<file path="src/rtl/combo_entry_ctrl_if.sv">
// Pad-side bundle for the combination-lock sequencer: raw pad inputs in,
// lock status out. The master side drives the pads; the slave side is the
// controller.
interface combo_entry_ctrl_if;

  logic [3:0] code;
  logic       enter;
  logic       relock;
  logic       prog;

  logic       unlocked;
  logic       error;
  logic       lockout;
  logic       prog_mode;
  logic [3:0] digit_cnt;

  modport master (
    output code,
    output enter,
    output relock,
    output prog,
    input  unlocked,
    input  error,
    input  lockout,
    input  prog_mode,
    input  digit_cnt
  );

  modport slave (
    input  code,
    input  enter,
    input  relock,
    input  prog,
    output unlocked,
    output error,
    output lockout,
    output prog_mode,
    output digit_cnt
  );

endinterface

</file>
<file path="src/rtl/combo_entry_ctrl.sv">
// Combination-lock sequencer: captures digit nibbles on enter edges, checks
// the full sequence against the stored combination, counts failures, enforces
// a timed lockout and allows reprogramming while open.
module combo_entry_ctrl #(
  parameter int unsigned         DIGITS         = 4,
  parameter int unsigned         MAX_FAILS      = 3,
  parameter int unsigned         LOCKOUT_CYCLES = 16,
  parameter logic [4*DIGITS-1:0] DEFAULT_COMBO  = 16'h1234
) (
  input logic               CLK,
  input logic               RST,
  combo_entry_ctrl_if.slave bus
);

  localparam int unsigned W = 4 * DIGITS;

  // digit_cnt value seen just before the sequence-completing capture
  localparam logic [3:0]  LastCnt   = 4'(DIGITS - 1);
  localparam logic [3:0]  MaxFails  = 4'(MAX_FAILS);
  localparam logic [15:0] LockLoad  = 16'(LOCKOUT_CYCLES);

  typedef enum logic [2:0] {
    StIdle,
    StEntry,
    StCheck,
    StOpen,
    StProg,
    StLockout
  } state_e;

  state_e         state_q, state_d;
  logic [W-1:0]   combo_q, combo_d;
  // Holds the entered digits in ENTRY and the new combination in PROG
  logic [W-1:0]   shift_q, shift_d;
  logic [3:0]     fail_q, fail_d;
  logic [15:0]    timer_q, timer_d;
  logic [3:0]     cnt_q, cnt_d;
  logic           error_q, error_d;
  logic           enter_q;
  logic           prog_q;

  logic           cap;
  logic           prog_edge;
  logic [W-1:0]   shift_in;
  logic [3:0]     fail_inc;

  assign cap       = bus.enter & ~enter_q;
  assign prog_edge = bus.prog & ~prog_q;
  // First captured digit ends up in the most significant nibble
  assign shift_in  = {shift_q[W-5:0], bus.code};
  assign fail_inc  = fail_q + 4'd1;

  // Input edge-detect history; reset high so a held input never looks like an edge
  always_ff @(posedge CLK) begin
    if (!RST) begin
      enter_q <= 1'b1;
      prog_q  <= 1'b1;
    end else begin
      enter_q <= bus.enter;
      prog_q  <= bus.prog;
    end
  end

  // State and datapath registers
  always_ff @(posedge CLK) begin
    if (!RST) begin
      state_q <= StIdle;
      combo_q <= DEFAULT_COMBO;
      shift_q <= '0;
      fail_q  <= '0;
      timer_q <= '0;
      cnt_q   <= '0;
      error_q <= 1'b0;
    end else begin
      state_q <= state_d;
      combo_q <= combo_d;
      shift_q <= shift_d;
      fail_q  <= fail_d;
      timer_q <= timer_d;
      cnt_q   <= cnt_d;
      error_q <= error_d;
    end
  end

  // Next-state logic; relock outranks prog edge, which outranks enter edge
  always_comb begin
    state_d = state_q;
    combo_d = combo_q;
    shift_d = shift_q;
    fail_d  = fail_q;
    timer_d = timer_q;
    cnt_d   = cnt_q;
    error_d = error_q;

    case (state_q)
      StIdle: begin
        if (!bus.relock && cap) begin
          shift_d = {{(W-4){1'b0}}, bus.code};
          cnt_d   = 4'd1;
          error_d = 1'b0;
          state_d = StEntry;
        end
      end

      StEntry: begin
        if (bus.relock) begin
          // Abandoned entry is not a failed attempt
          shift_d = '0;
          cnt_d   = '0;
          state_d = StIdle;
        end else if (cap) begin
          shift_d = shift_in;
          cnt_d   = cnt_q + 4'd1;
          if (cnt_q == LastCnt) begin
            state_d = StCheck;
          end
        end
      end

      StCheck: begin
        // Single evaluation cycle; captures arriving now are dropped
        cnt_d   = '0;
        shift_d = '0;
        if (shift_q == combo_q) begin
          fail_d  = '0;
          state_d = StOpen;
        end else begin
          error_d = 1'b1;
          fail_d  = fail_inc;
          if (fail_inc == MaxFails) begin
            timer_d = LockLoad;
            state_d = StLockout;
          end else begin
            state_d = StIdle;
          end
        end
      end

      StOpen: begin
        if (bus.relock) begin
          state_d = StIdle;
        end else if (prog_edge) begin
          shift_d = '0;
          cnt_d   = '0;
          state_d = StProg;
        end
      end

      StProg: begin
        if (bus.relock) begin
          // Abort leaves the stored combination untouched
          shift_d = '0;
          cnt_d   = '0;
          state_d = StIdle;
        end else if (cap) begin
          shift_d = shift_in;
          cnt_d   = cnt_q + 4'd1;
          if (cnt_q == LastCnt) begin
            combo_d = shift_in;
            shift_d = '0;
            cnt_d   = '0;
            state_d = StIdle;
          end
        end
      end

      StLockout: begin
        // Timer loaded with LOCKOUT_CYCLES, so exit on 1 gives exactly that many cycles
        if (timer_q == 16'd1) begin
          timer_d = '0;
          fail_d  = '0;
          state_d = StIdle;
        end else begin
          timer_d = timer_q - 16'd1;
        end
      end

      default: begin
        state_d = StIdle;
        shift_d = '0;
        cnt_d   = '0;
      end
    endcase
  end

  // Status outputs decoded from registered state only
  assign bus.unlocked  = (state_q == StOpen);
  assign bus.lockout   = (state_q == StLockout);
  assign bus.prog_mode = (state_q == StProg);
  assign bus.error     = error_q;
  assign bus.digit_cnt = cnt_q;

endmodule
</file>
<file path="src/flat_wrapper.sv">
// flat-port wrapper written by rule: the top's interface ports become plain ports
module combo_entry_ctrl_flat 
#(
  parameter int unsigned         DIGITS         = 4,
  parameter int unsigned         MAX_FAILS      = 3,
  parameter int unsigned         LOCKOUT_CYCLES = 16,
  parameter logic [4*DIGITS-1:0] DEFAULT_COMBO  = 16'h1234
)
  (CLK, RST, bus_code, bus_enter, bus_relock, bus_prog, bus_unlocked, bus_error, bus_lockout, bus_prog_mode, bus_digit_cnt);
  combo_entry_ctrl_if bus_i ();
  input logic CLK;
  input logic RST;
  input wire logic [$bits(bus_i.code)-1:0] bus_code;
  input wire logic [$bits(bus_i.enter)-1:0] bus_enter;
  input wire logic [$bits(bus_i.relock)-1:0] bus_relock;
  input wire logic [$bits(bus_i.prog)-1:0] bus_prog;
  output wire logic [$bits(bus_i.unlocked)-1:0] bus_unlocked;
  output wire logic [$bits(bus_i.error)-1:0] bus_error;
  output wire logic [$bits(bus_i.lockout)-1:0] bus_lockout;
  output wire logic [$bits(bus_i.prog_mode)-1:0] bus_prog_mode;
  output wire logic [$bits(bus_i.digit_cnt)-1:0] bus_digit_cnt;
  assign bus_i.code = bus_code;
  assign bus_i.enter = bus_enter;
  assign bus_i.relock = bus_relock;
  assign bus_i.prog = bus_prog;
  assign bus_unlocked = bus_i.unlocked;
  assign bus_error = bus_i.error;
  assign bus_lockout = bus_i.lockout;
  assign bus_prog_mode = bus_i.prog_mode;
  assign bus_digit_cnt = bus_i.digit_cnt;
  combo_entry_ctrl #(.DIGITS(DIGITS), .MAX_FAILS(MAX_FAILS), .LOCKOUT_CYCLES(LOCKOUT_CYCLES), .DEFAULT_COMBO(DEFAULT_COMBO)) u_core (.CLK(CLK), .RST(RST), .bus(bus_i));
endmodule
</file>
<file path="config.mk">
export PLATFORM = sky130hd
export DESIGN_NAME = combo_entry_ctrl_flat
export DESIGN_NICKNAME = d
export VERILOG_FILES = /design/src/rtl/combo_entry_ctrl_if.sv /design/src/rtl/combo_entry_ctrl.sv /design/src/flat_wrapper.sv
export SDC_FILE = /design/constraint.sdc
export NUM_CORES = 1
export LEC_CHECK = 0
export ABC_AREA = 1
export BUFFER_PORTS_ARGS = -buffer_cell sky130_fd_sc_hd__buf_2
export CORE_ASPECT_RATIO = 1.25
export CORE_MARGIN = 10
export CORE_UTILIZATION = 60
export DETAILED_ROUTE_END_ITERATION = 16
export GPL_TIMING_DRIVEN = 0
export PLACE_DENSITY_LB_ADDON = 0.3
export SKIP_LAST_GASP = 1
export SYNTH_ARGS = -nofsm -noshare
export SYNTH_HDL_FRONTEND = slang
export SYNTH_SLANG_ARGS = --single-unit
</file>
<file path="constraint.sdc">
create_clock -name CLK -period 2.8 [get_ports CLK]
set_clock_uncertainty 0.05 [all_clocks]
set_input_delay 0.14 -clock CLK [delete_from_list [all_inputs] [get_ports CLK]]
set_output_delay 0.14 -clock CLK [all_outputs]
set_load 0.03 [all_outputs]
</file>
==> results.json <==
{
  "outcome": "finished clean",
  "setup_viol": 0,
  "post-cts-setup-buffer-count": 0,
  "grt_max_degree": 11,
  "muxShareOfSynthArea_pct": 0,
  "ios": 17,
  "rows": 29,
  "synth_cell_types": 30,
  "hold_buffers": 3,
  "num-fill-cells": 466,
  "hp-class": "primary input to flop",
  "startpoint_type": "flop",
  "vias_per_cell": 5.432,
  "ys_seq_area_share_pct": 38.57,
  "synth_adder_area_share_pct": 1.944,
  "die_area_um2": 8711,
  "clk_pin_slew_worst_paths_ns": 0.06,
  "synth_xor_xnor_area_share_pct": 2.722,
  "critical_path_class": "flop to primary output",
  "cts_resized": 0,
  "rsz0062_at_grt": "no",
  "cp.arrival_ns": 1.71,
  "cts-root-buf": "clkbuf_8",
  "clock_sinks": 62,
  "end_kind": "primary output",
  "overflow": 0,
  "clk_path_buf_depth": 2,
  "synthToLayoutAreaGrowth_pct": 11.04,
  "synth_compound_area_share_pct": 14.31,
  "synth_fp_nets": 499,
  "route.detailed.drc": 0,
  "final_cell_mix": "nand2_1 (119), dfxtp_1 (62), nor2_1 (59), a21oi_1 (58), inv_1 (52)",
  "vias": 3156,
  "drt_iter0_drc": 161,
  "drive_gt1_share_pct": 10.60,
  "wire_per_inst_um": 13.04,
  "antenna_found_initial": 0,
  "diodes": 0,
  "die_y_um": 101.9,
  "start_util_pct": 62.46,
  "portBuffers": 16,
  "grt_pass1_vias": 2929,
  "wl_um": 7574,
  "grt_util_all_layers_pct": 17.96,
  "cp.required_ns": 2.61,
  "fmax_ghz": 0.5268,
  "placed_area_um2": 3376,
  "ys_warn_count": 0,
  "drtPass1Iterations": 4,
  "cts.htree.levels": 3,
  "worst_pin_slew_ns": 0.5808,
  "slew-limit-headroom_pct": 61.28,
  "drv_cap": 0,
  "syn_avg_cell_area_um2": 6.635,
  "final_nets": 529,
  "stdcell_count": 581,
  "synth-simple-area-share_pct": 33.20,
  "gp_congestion": 0.9111,
  "cts_buffers": 9,
  "ys_ff_latch": 62,
  "final_area_um2": 3573,
  "min_period_over_period_pct": 67.80,
  "peakVddDrop_mv": 0.4352,
  "finalSetupTns_ns": 0,
  "path_max_fanout": 10,
  "synth_area_um2": 3218,
  "grt_pass1_wl_um": 12960,
  "fin_ws_ns": 0.9017,
  "synth_top_family_by_area": "simple AND/OR/NAND/NOR gates",
  "cts_tree": "yes",
  "power_leakage_uw": 0.001551,
  "fin_hold_ws_ns": 0.02804,
  "ant_nets": 0,
  "clkLatencyLatePin_ns": 0.34,
  "dp_cells": 563,
  "power_density_nw_per_um2": 467.3,
  "slew_violations": 0,
  "dp_slack_ns": 1.029,
  "hold_violations": 0,
  "final_common_cell": "nand2_1",
  "core_area_um2": 5152,
  "hpwlAfterDp_um": 5504,
  "synthCells": 485,
  "timing.final.crit_period_ns": 1.898,
  "die_w_um": 85.51
}
critical path: stages (launching register included):
cell     delay [ns]
dfxtp_1        0.47
inv_2          0.10
nor2_4         0.27
buf_2          0.29
buf_2          0.24
routing by layer:
metal | share of wire (%) | up-vias | global-route usage, %
met2 | 51 | 92 | 32.39
met3 | 4.9 | 15 | 3.424
li1 | - | 1625 | -
met5 | 0 | - | 0
met4 | 2.2 | 0 | 8.249
met1 | 42 | 1424 | 19.88
Yosys cell counts (all sizes together):
master  instances  area (um^2)
a21o            1        7.510
a21oi          58        290.3
and3            1        6.260
buf            11        65.05
clkbuf          6        22.52
dfxtp          62         1241
ha              5        62.56
inv            56        210.2
nand2         121        459.2
nand3          47        235.2
nand3b          1        7.510
nand4           8        50.05
nor2           60        232.7
nor3            6        46.30
o211ai          6        50.05
o21ai          21        112.6
or2             5        31.28
xnor2           1        8.760
xor2            9        78.83
metrics by stage:
stage | utilization, % | total power, uW
floorplan | - | 969.2
global placement | 65.52 | 997.7
detailed placement | 65.52 | 999.9
CTS | 69.35 | 1681
global route | 69.35 | 1726
finish | 69.35 | 1670
cells by family (layout without fill, tap and decap cells):
family,Yosys count,count (layout)
buf+inv,73,107
flops,62,62
compound gates,86,86
fa+ha+maj,5,5
simple gates,249,249
xor+xnor,10,10
layout make-up:
cell class	count	area, um^2	share of cell area (%)
multi-input cells	350	1679	46.99
well taps	62	77.57	2.171
inverters	56	210.2	5.882
flip-flops and latches	62	1241	34.73
plain buffers	17	87.58	2.451
clock inverters	1	5.005	0.1401
clock buffers	14	162.7	4.552
repair buffers	19	110.1	3.081
worst paths after layout:
path	from	endpoint	slack (ns)	cells past startpoint
setup / recovery	u_core.state_q[2]$_SDFFE_PN0P_	bus_lockout	0.90	4
hold / removal	bus_code[0]	u_core.shift_q[0]$_SDFFE_PN0P_	0.03	3
setup reg to reg	u_core.shift_q[4]$_SDFFE_PN0P_	u_core.timer_q[8]$_SDFFE_PN0P_	1.00	11
hold reg to reg	u_core.combo_q[7]$_SDFFE_PN0P_	u_core.combo_q[7]$_SDFFE_PN0P_	0.42	2
sequential cells by signal, indices dropped and copies added (netlist names):
| signal | cells |
|---|---|
| u_core.bus.digit_cnt | 4 |
| u_core.bus.error | 1 |
| u_core.combo_q | 16 |
| u_core.enter_q | 1 |
| u_core.fail_q | 4 |
| u_core.prog_q | 1 |
| u_core.shift_q | 16 |
| u_core.state_q | 3 |
| u_core.timer_q | 16 |
where the power goes:
group | total [uW] | internal (uW) | switching [uW]
Clock | 686 | 364 | 321
Combinational | 88.6 | 26.7 | 62.0
Sequential | 896 | 888 | 7.17
Power figures use the tool's default switching activity.
